### src/rtl/turbo_block_sched.sv
// Turbo encoder block scheduler: clear, encode, per-encoder termination, interleaver index.
// Optional length screening is enabled by defining TBS_LEN_CHECK_EN.
module turbo_block_sched #(
    parameter int LEN_W       = 13,
    parameter int TAIL_CYCLES = 3,
    parameter int MIN_LEN     = 40,
    parameter int MAX_LEN     = 6144
) (
    input  logic             clk,
    input  logic             reset,
    input  logic             req_valid,
    output logic             req_ready,
    input  logic [LEN_W-1:0] req_length,
    input  logic             src_valid,
    output logic             src_ready,
    output logic [LEN_W-1:0] bit_idx,
    output logic             enc_clr,
    output logic             enc1_en,
    output logic             enc2_en,
    output logic             tail1_sel,
    output logic             tail2_sel,
    output logic             busy,
    output logic             done,
    output logic             err
);

    localparam int TC_W = ($clog2(TAIL_CYCLES) < 2) ? 2 : $clog2(TAIL_CYCLES);

    typedef enum logic [2:0] {IDLE, CLEAR, ENCODE, TAIL1, TAIL2, DONE} state_t;

    state_t            state, next;
    logic [LEN_W-1:0]  len_q;
    logic [TC_W-1:0]   tail_cnt;
    logic              len_ok;
    logic              last_bit;
    logic              tail_last;

    if (MIN_LEN > MAX_LEN || TAIL_CYCLES < 1) begin : g_cfg_check
        $error("turbo_block_sched: inconsistent length or tail configuration");
    end

`ifdef TBS_LEN_CHECK_EN
    assign len_ok = (req_length >= LEN_W'(MIN_LEN)) && (req_length <= LEN_W'(MAX_LEN));
`else
    assign len_ok = 1'b1;
`endif

    // len_q is nonzero whenever ENCODE is entered, so len_q-1 cannot wrap here
    assign last_bit  = (bit_idx == len_q - LEN_W'(1));
    assign tail_last = (tail_cnt == TC_W'(TAIL_CYCLES - 1));

    always_ff @(posedge clk or posedge reset) begin
        if (reset) state <= IDLE;
        else       state <= next;
    end

    always_comb begin
        next = state;
        case (state)
            IDLE:    if (req_valid && len_ok) next = CLEAR;
            CLEAR:   next = (len_q != '0) ? ENCODE : TAIL1;
            ENCODE:  if (src_valid && last_bit) next = TAIL1;
            TAIL1:   if (tail_last) next = TAIL2;
            TAIL2:   if (tail_last) next = DONE;
            DONE:    next = IDLE;
            default: next = IDLE;
        endcase
    end

    always_comb begin
        req_ready = (state == IDLE) && !reset;
        src_ready = (state == ENCODE);
        enc1_en   = ((state == ENCODE) && src_valid) || (state == TAIL1);
        enc2_en   = ((state == ENCODE) && src_valid) || (state == TAIL2);
    end

    // Registered outputs are loaded from the next state so they line up with it
    always_ff @(posedge clk or posedge reset) begin
        if (reset) begin
            len_q     <= '0;
            bit_idx   <= '0;
            tail_cnt  <= '0;
            enc_clr   <= 1'b0;
            tail1_sel <= 1'b0;
            tail2_sel <= 1'b0;
            busy      <= 1'b0;
            done      <= 1'b0;
        end else begin
            enc_clr   <= (next == CLEAR);
            tail1_sel <= (next == TAIL1);
            tail2_sel <= (next == TAIL2);
            busy      <= (next != IDLE);
            done      <= (next == DONE);
            if ((next == state) && ((state == TAIL1) || (state == TAIL2)))
                tail_cnt <= tail_cnt + TC_W'(1);
            else
                tail_cnt <= '0;
            if ((state == IDLE) && req_valid && len_ok)
                len_q <= req_length;
            if (state == CLEAR)
                bit_idx <= '0;
            else if ((state == ENCODE) && src_valid)
                bit_idx <= last_bit ? '0 : bit_idx + LEN_W'(1);
        end
    end

`ifdef TBS_LEN_CHECK_EN
    always_ff @(posedge clk or posedge reset) begin
        if (reset) err <= 1'b0;
        else       err <= (state == IDLE) && req_valid && !len_ok;
    end
`else
    assign err = 1'b0;
`endif

endmodule
### config.mk
export PLATFORM = sky130hd
export DESIGN_NAME = turbo_block_sched
export DESIGN_NICKNAME = d
export VERILOG_FILES = /design/src/rtl/turbo_block_sched.sv
export SDC_FILE = /design/constraint.sdc
export NUM_CORES = 1
export LEC_CHECK = 0
export ABC_CLOCK_PERIOD_IN_PS = 3450
export BUFFER_PORTS_ARGS = -buffer_cell sky130_fd_sc_hd__buf_4
export CORE_AREA = 4 4 69 71
export DETAILED_ROUTE_END_ITERATION = 10
export DIE_AREA = 0 0 73 75
export PLACE_DENSITY_LB_ADDON = 0.08
export SLEW_MARGIN = 30
export SYNTH_ARGS = -nofsm -noshare
export SYNTH_HDL_FRONTEND = slang
export SYNTH_SLANG_ARGS = --single-unit
### constraint.sdc
create_clock -name clk -period 3.45 [get_ports clk]
set_input_delay 0.5175 -clock clk [delete_from_list [all_inputs] [get_ports clk]]
set_output_delay 0.5175 -clock clk [all_outputs]
set_load 0.01 [all_outputs]
* Word level (Yosys, flattened, before mapping) *
Cells that the tools add are included.

cells by class
  $add $sub $neg = 3
  eq/ne operators = 11
  mux-type cells = 10
  reductions and logical operators = 13

operators by type and width
  kind                   count
  $mux 13                3
  $pmux 3 s5             1
  $add 13x1->13 const B  1
  $eq 13x13->1           1
  $reduce_bool 13->1     1
  $sub 13x1->13 const B  1
  $mux 3                 4
  $eq 3x2->1 const B     3
  $eq 3x3->1 const B     3
  $eq 3x1->1 const B     2
  $logic_and 1x1->1      5
  $eq 3x3->1             1
  $logic_not 3->1        1
  $logic_or 1x1->1       3
  $reduce_bool 3->1      1
  $add 2x1->2 const B    1
  $eq 2x2->1 const B     1
  $mux 2                 1
  $reduce_bool 2->1      1
  $logic_not 1->1        1
  $mux 1                 1

storage, ports and cells
  register bits = 36
  bits of input ports = 17
  output and inout port bits = 23
  word-level logic and storage cells = 46

* Longest topological paths before layout *
  depth after elaboration = 8
  depth in mapped cells = 11
  depth with buffers taken out = 9

* Least setup slack after synthesis *
OpenSTA, ideal clock, no wires.

  path kind = reg-to-reg
  from = register len_q[0]
  to = register bit_idx[2]
  setup time = 118 ps
  arrival time = 2,401 ps
  setup slack = 931 ps
  stages on the path, launching flop included = 12
  clock period less this slack = 2,519 ps
  cell sequence = dfrtp_1 inv_1 ha_1 or3b_1 clkbuf_1 or4_1 a32oi_1 mux2_2 a41oi_4 buf_6 a21oi_2 nor2_1

between the ends
  word-level cells in the longest chain between the ends = 5

ends and longest elaborated chain
  what                      line  source
  start: declaration        32    logic [LEN_W-1:0] len_q;
  start signal: assignment  99    len_q <= req_length;
  $sub 13x1->13             49    assign last_bit = (bit_idx == len_q - LEN_W'(1));
  $eq 13x13->1              49
  $mux 13                   103   bit_idx <= last_bit ? '0 : bit_idx + LEN_W'(1);
  $mux 13                   102   else if ((state == ENCODE) && src_valid)
  $mux 13                   100   if (state == CLEAR)
  end signal: assignment    103
  end: declaration          16    output logic [LEN_W-1:0] bit_idx,

No other way between the ends. The select of a mux whose other input is x is not followed.
A chain may end at the register's enable or synchronous reset.

* Final worst setup path *
  from = register len_q[2]
  to = register bit_idx[6]

The elaborated chain is that of the path after synthesis.

==> flow_summary_export.csv <==
group,metric,value,unit
run_status,status,"completed",
global_routing,first_global_vias,1753,
setup_path,rr_endpoint,"bit_idx[6]",
setup_path,crit_path_top_delay_cell,"or4_1",
setup_path,required,3640,ps
setup_path,reg2reg_depth,7,
place,gp_congestion,0.785,
floorplanning,coreArea,4230,µm²
setup_path,endpoint,"bit_idx[6]",
setup_path,reg2reg_slack,540,ps
pwr,combPwrFrac,45.4,%
synth,yosysMostFrequentCell,"dfrtp_1",
cells_and_area,fin_nets,297,
clocking,cts_made_buffers,5,
setup_path,arrival,3100,ps
global_routing,grt_usage,19.8,%
clocking,htree_levels,2,
pwr,seqPwrFrac,38.6,%
setup_path,start_kind,"flop",
setup_path,critPathKind,"flop to flop",
synth,yosysTopAreaCell,"dfrtp_1",
clocking,root_buffer,"clkbuf_8",
routing,drc,0,
place,port_buffers,38,
timing,slew_violations,0,
clocking,cts_setup_buffers,0,
pwr,p_sw,0.847,mW
timing,slew_headroom,55.1,%
routing,drt_iter0_markers,121,
pwr,switching_share,42.8,%
setup_path,reg2reg_from,"len_q[2]",
routing,drtPass1Iterations,4,
setup_path,crit_fanout,18,
setup_path,crit_path_start,"len_q[2]",
timing,finalSetupViolCount,0,
floorplanning,fp.dieW,73,µm
pwr,intPower,1.13,mW
clocking,clk_pin_slew,70,ps
timing,fin_skew,2.47,ps
clocking,clockBufferDepth,2,
global_routing,overflow,0,
global_routing,antenna_found_initial,0,
routing,wire_per_inst,15.0,µm
synth,synth_top_area_share,40.0,%
synth,netlist_area,2250,µm²
pwr,vdd_drop_max,0.358,mV
routing,drt_wl_total,4950,µm
timing,rsz0062_at_grt,"no",
timing,worst_slew_pin_slew,671,ps
floorplanning,io-pin-count,40,
synth,synth.top_cells.by_count,"36 x dfrtp_1, 22 x nor2_1, 16 x nand2_1",
cells_and_area,multiInputGateArea,1240,µm²
global_routing,grt_pass1_wl,8320,µm
worst_hold_path,hold_class,"input pin to asynchronous set/reset pin",
clocking,tritoncts,"done",
synth,syn_area_per_cell,9.28,µm²
pwr,p_per_area,748,nW/µm²
routing,vias,1888,
synth,ys_ff_latch,36,
synth,synth.yosys.seq_area_share,40.0,%
synth,syn_nets,263,
setup_path,crit_path_end_kind,"flop",
clocking,clk_latency,290,ps
cells_and_area,final.fill_count,379,
synth,yosys_most_used_dff,"dfrtp_1",
timing,finalCritPeriodShare,84.4,%
global_routing,grt_max_degree,37,
pwr,finalPower,1.98,mW
synth,postSynth.asyncResetShare,100,%
pwr,clkPwrFrac,16.0,%
synth,ys_types,54,
cells_and_area,drive_gt1_share,26.6,%
synth,syn_inst,243,
floorplanning,start_util,53.3,%
pwr,leakagePower,1.11,nW
synth,yosys-top-cells-area,"dfrtp_1 40%, mux2_2 5.5%, nor2_1 3.7%, nand3_1 3.3%, xnor2_1 2.7%",
floorplanning,die_h,75,µm
synth,synth-edff-count,0,
floorplanning,design.die.area,5480,µm²
routing,ant_nets,0,
timing,period_minus_slack,2910,ps
timing,fmax,343,MHz
cells_and_area,diodes,0,
setup_path,max_stage_delay,720,ps
clocking,cts_resized,0,
routing,vias_per_cell,5.72,
synth,ys_warn_count,0,
cells_and_area,syn2layout_area_growth,17.3,%
job,maxCapViolCount,0,
timing,fin_tns_setup,0,ps
cells_and_area,regArea,901,µm²
setup_path,crit_chain,"or4_1 > nor4_2 > mux2i_1 > a211oi_2 > a41oi_4 > inv_2 > o311ai_1",
clocking,holdBufCountCts,0,
timing,finalHoldWorstSlack,336,ps
timing,finalHoldViolations,0,
clocking,cts.sinks,36,
place,hpwl,3660,µm
floorplanning,rows,24,
critical path, delay by kind of cell, from the launching register on:
family	cells	cell delay [ps]
AO/OA/AOI/OAI	3	950
buffers and inverters	1	120
flip-flops	1	470
multiplexers	1	300
AND/OR/NAND/NOR	2	960
area by class of cell:
type	count	area share (%)
inverters	10	1.42
repair buffers	41	11.6
multi-input cells	183	46.9
clock inverters	1	0.284
flip-flops and latches	36	34.1
clock buffers	7	3.26
well taps	52	2.46
sequential cells by signal, indices dropped and copies added (netlist names), 2 cells and up:
name      cells
bit_idx      13
len_q        13
state         3
tail_cnt      2
how the worst min path moves through the flow:
stage | startpoint | end | slack (ps) | cells after the start
2_1_floorplan | tail_cnt[0] | tail_cnt[0] | 400 | 1
3_3_place_gp | tail_cnt[0] | tail_cnt[0] | 420 | 1
3_5_place_dp | tail_cnt[0] | tail_cnt[0] | 410 | 1
4_1_cts | reset | tail1_sel | 360 | 3
5_1_grt | reset | state[2] | 380 | 3
6_report | reset | state[1] | 340 | 3
logic make-up after synthesis:
| group | count (synthesis) | share of synthesized area (%) |
|---|---|---|
| AND/OR/NAND/NOR | 103 | 24.4 |
| AO/OA/AOI/OAI | 51 | 17.8 |
| flip-flops | 36 | 40.0 |
| buffers and inverters | 24 | 5.05 |
| multiplexers | 13 | 6.38 |
| XOR/XNOR | 12 | 4.66 |
| adder cells (fa/ha/maj) | 3 | 1.66 |
| other | 1 | 0.166 |
routing by layer:
metal / global-route usage, % / share of wire, %
met4: 9.63 / 1.8
met2: 30.6 / 47
met3: 3.34 / 5.2
met5: 0 / 0
met1: 27.2 / 46
layout by cell type (no fill, tap or decap), types with 2 or more instances in the layout:
cell type and instances:
nor3b_1 3, a21oi_1 8, or4_1 2, clkbuf_8 6
nor2b_1 4, nor3_1 11, buf_4 41, nor4b_1 3
inv_1 9, and2_1 4, xnor2_1 7, nand3_1 15
ha_1 3, dfrtp_1 36, and3_1 7, nand2_1 16
a31oi_1 2, o21ai_1 3, a21oi_2 5, xor2_1 5
a211o_1 2, o311ai_1 3, nand4_1 3, nor2_1 22
or3_1 3, a22oi_1 2, nor4_1 4, mux2i_1 2
a32oi_1 2, mux2_2 11, o21ai_0 11
through the flow:
| stage | cells | worst slack (ps) | utilization, % | area [µm²] |
|---|---|---|---|---|
| 3_5_place_dp | 322 | 565 | 60.3 | 2550 |
| 3_3_place_gp | 322 | 608 | 60.3 | 2550 |
| 6_report | 330 | 538 | 62.5 | 2650 |
| 4_1_cts | 330 | 534 | 62.5 | 2650 |
| 2_1_floorplan | 243 | 931 | - | 2250 |
| 5_1_grt | 330 | 172 | 62.5 | 2650 |
power by group through the flow:
stage / clock [mW] / combinational, mW / sequential (mW)
global placement: 0 / 0.894 / 0.764
detailed placement: 0 / 0.903 / 0.771
CTS: 0.329 / 0.906 / 0.762
floorplan: 0 / 0.756 / 0.689
global route: 0.347 / 1.01 / 0.795
finish: 0.317 / 0.899 / 0.763
(Power assumes the default switching activity.)
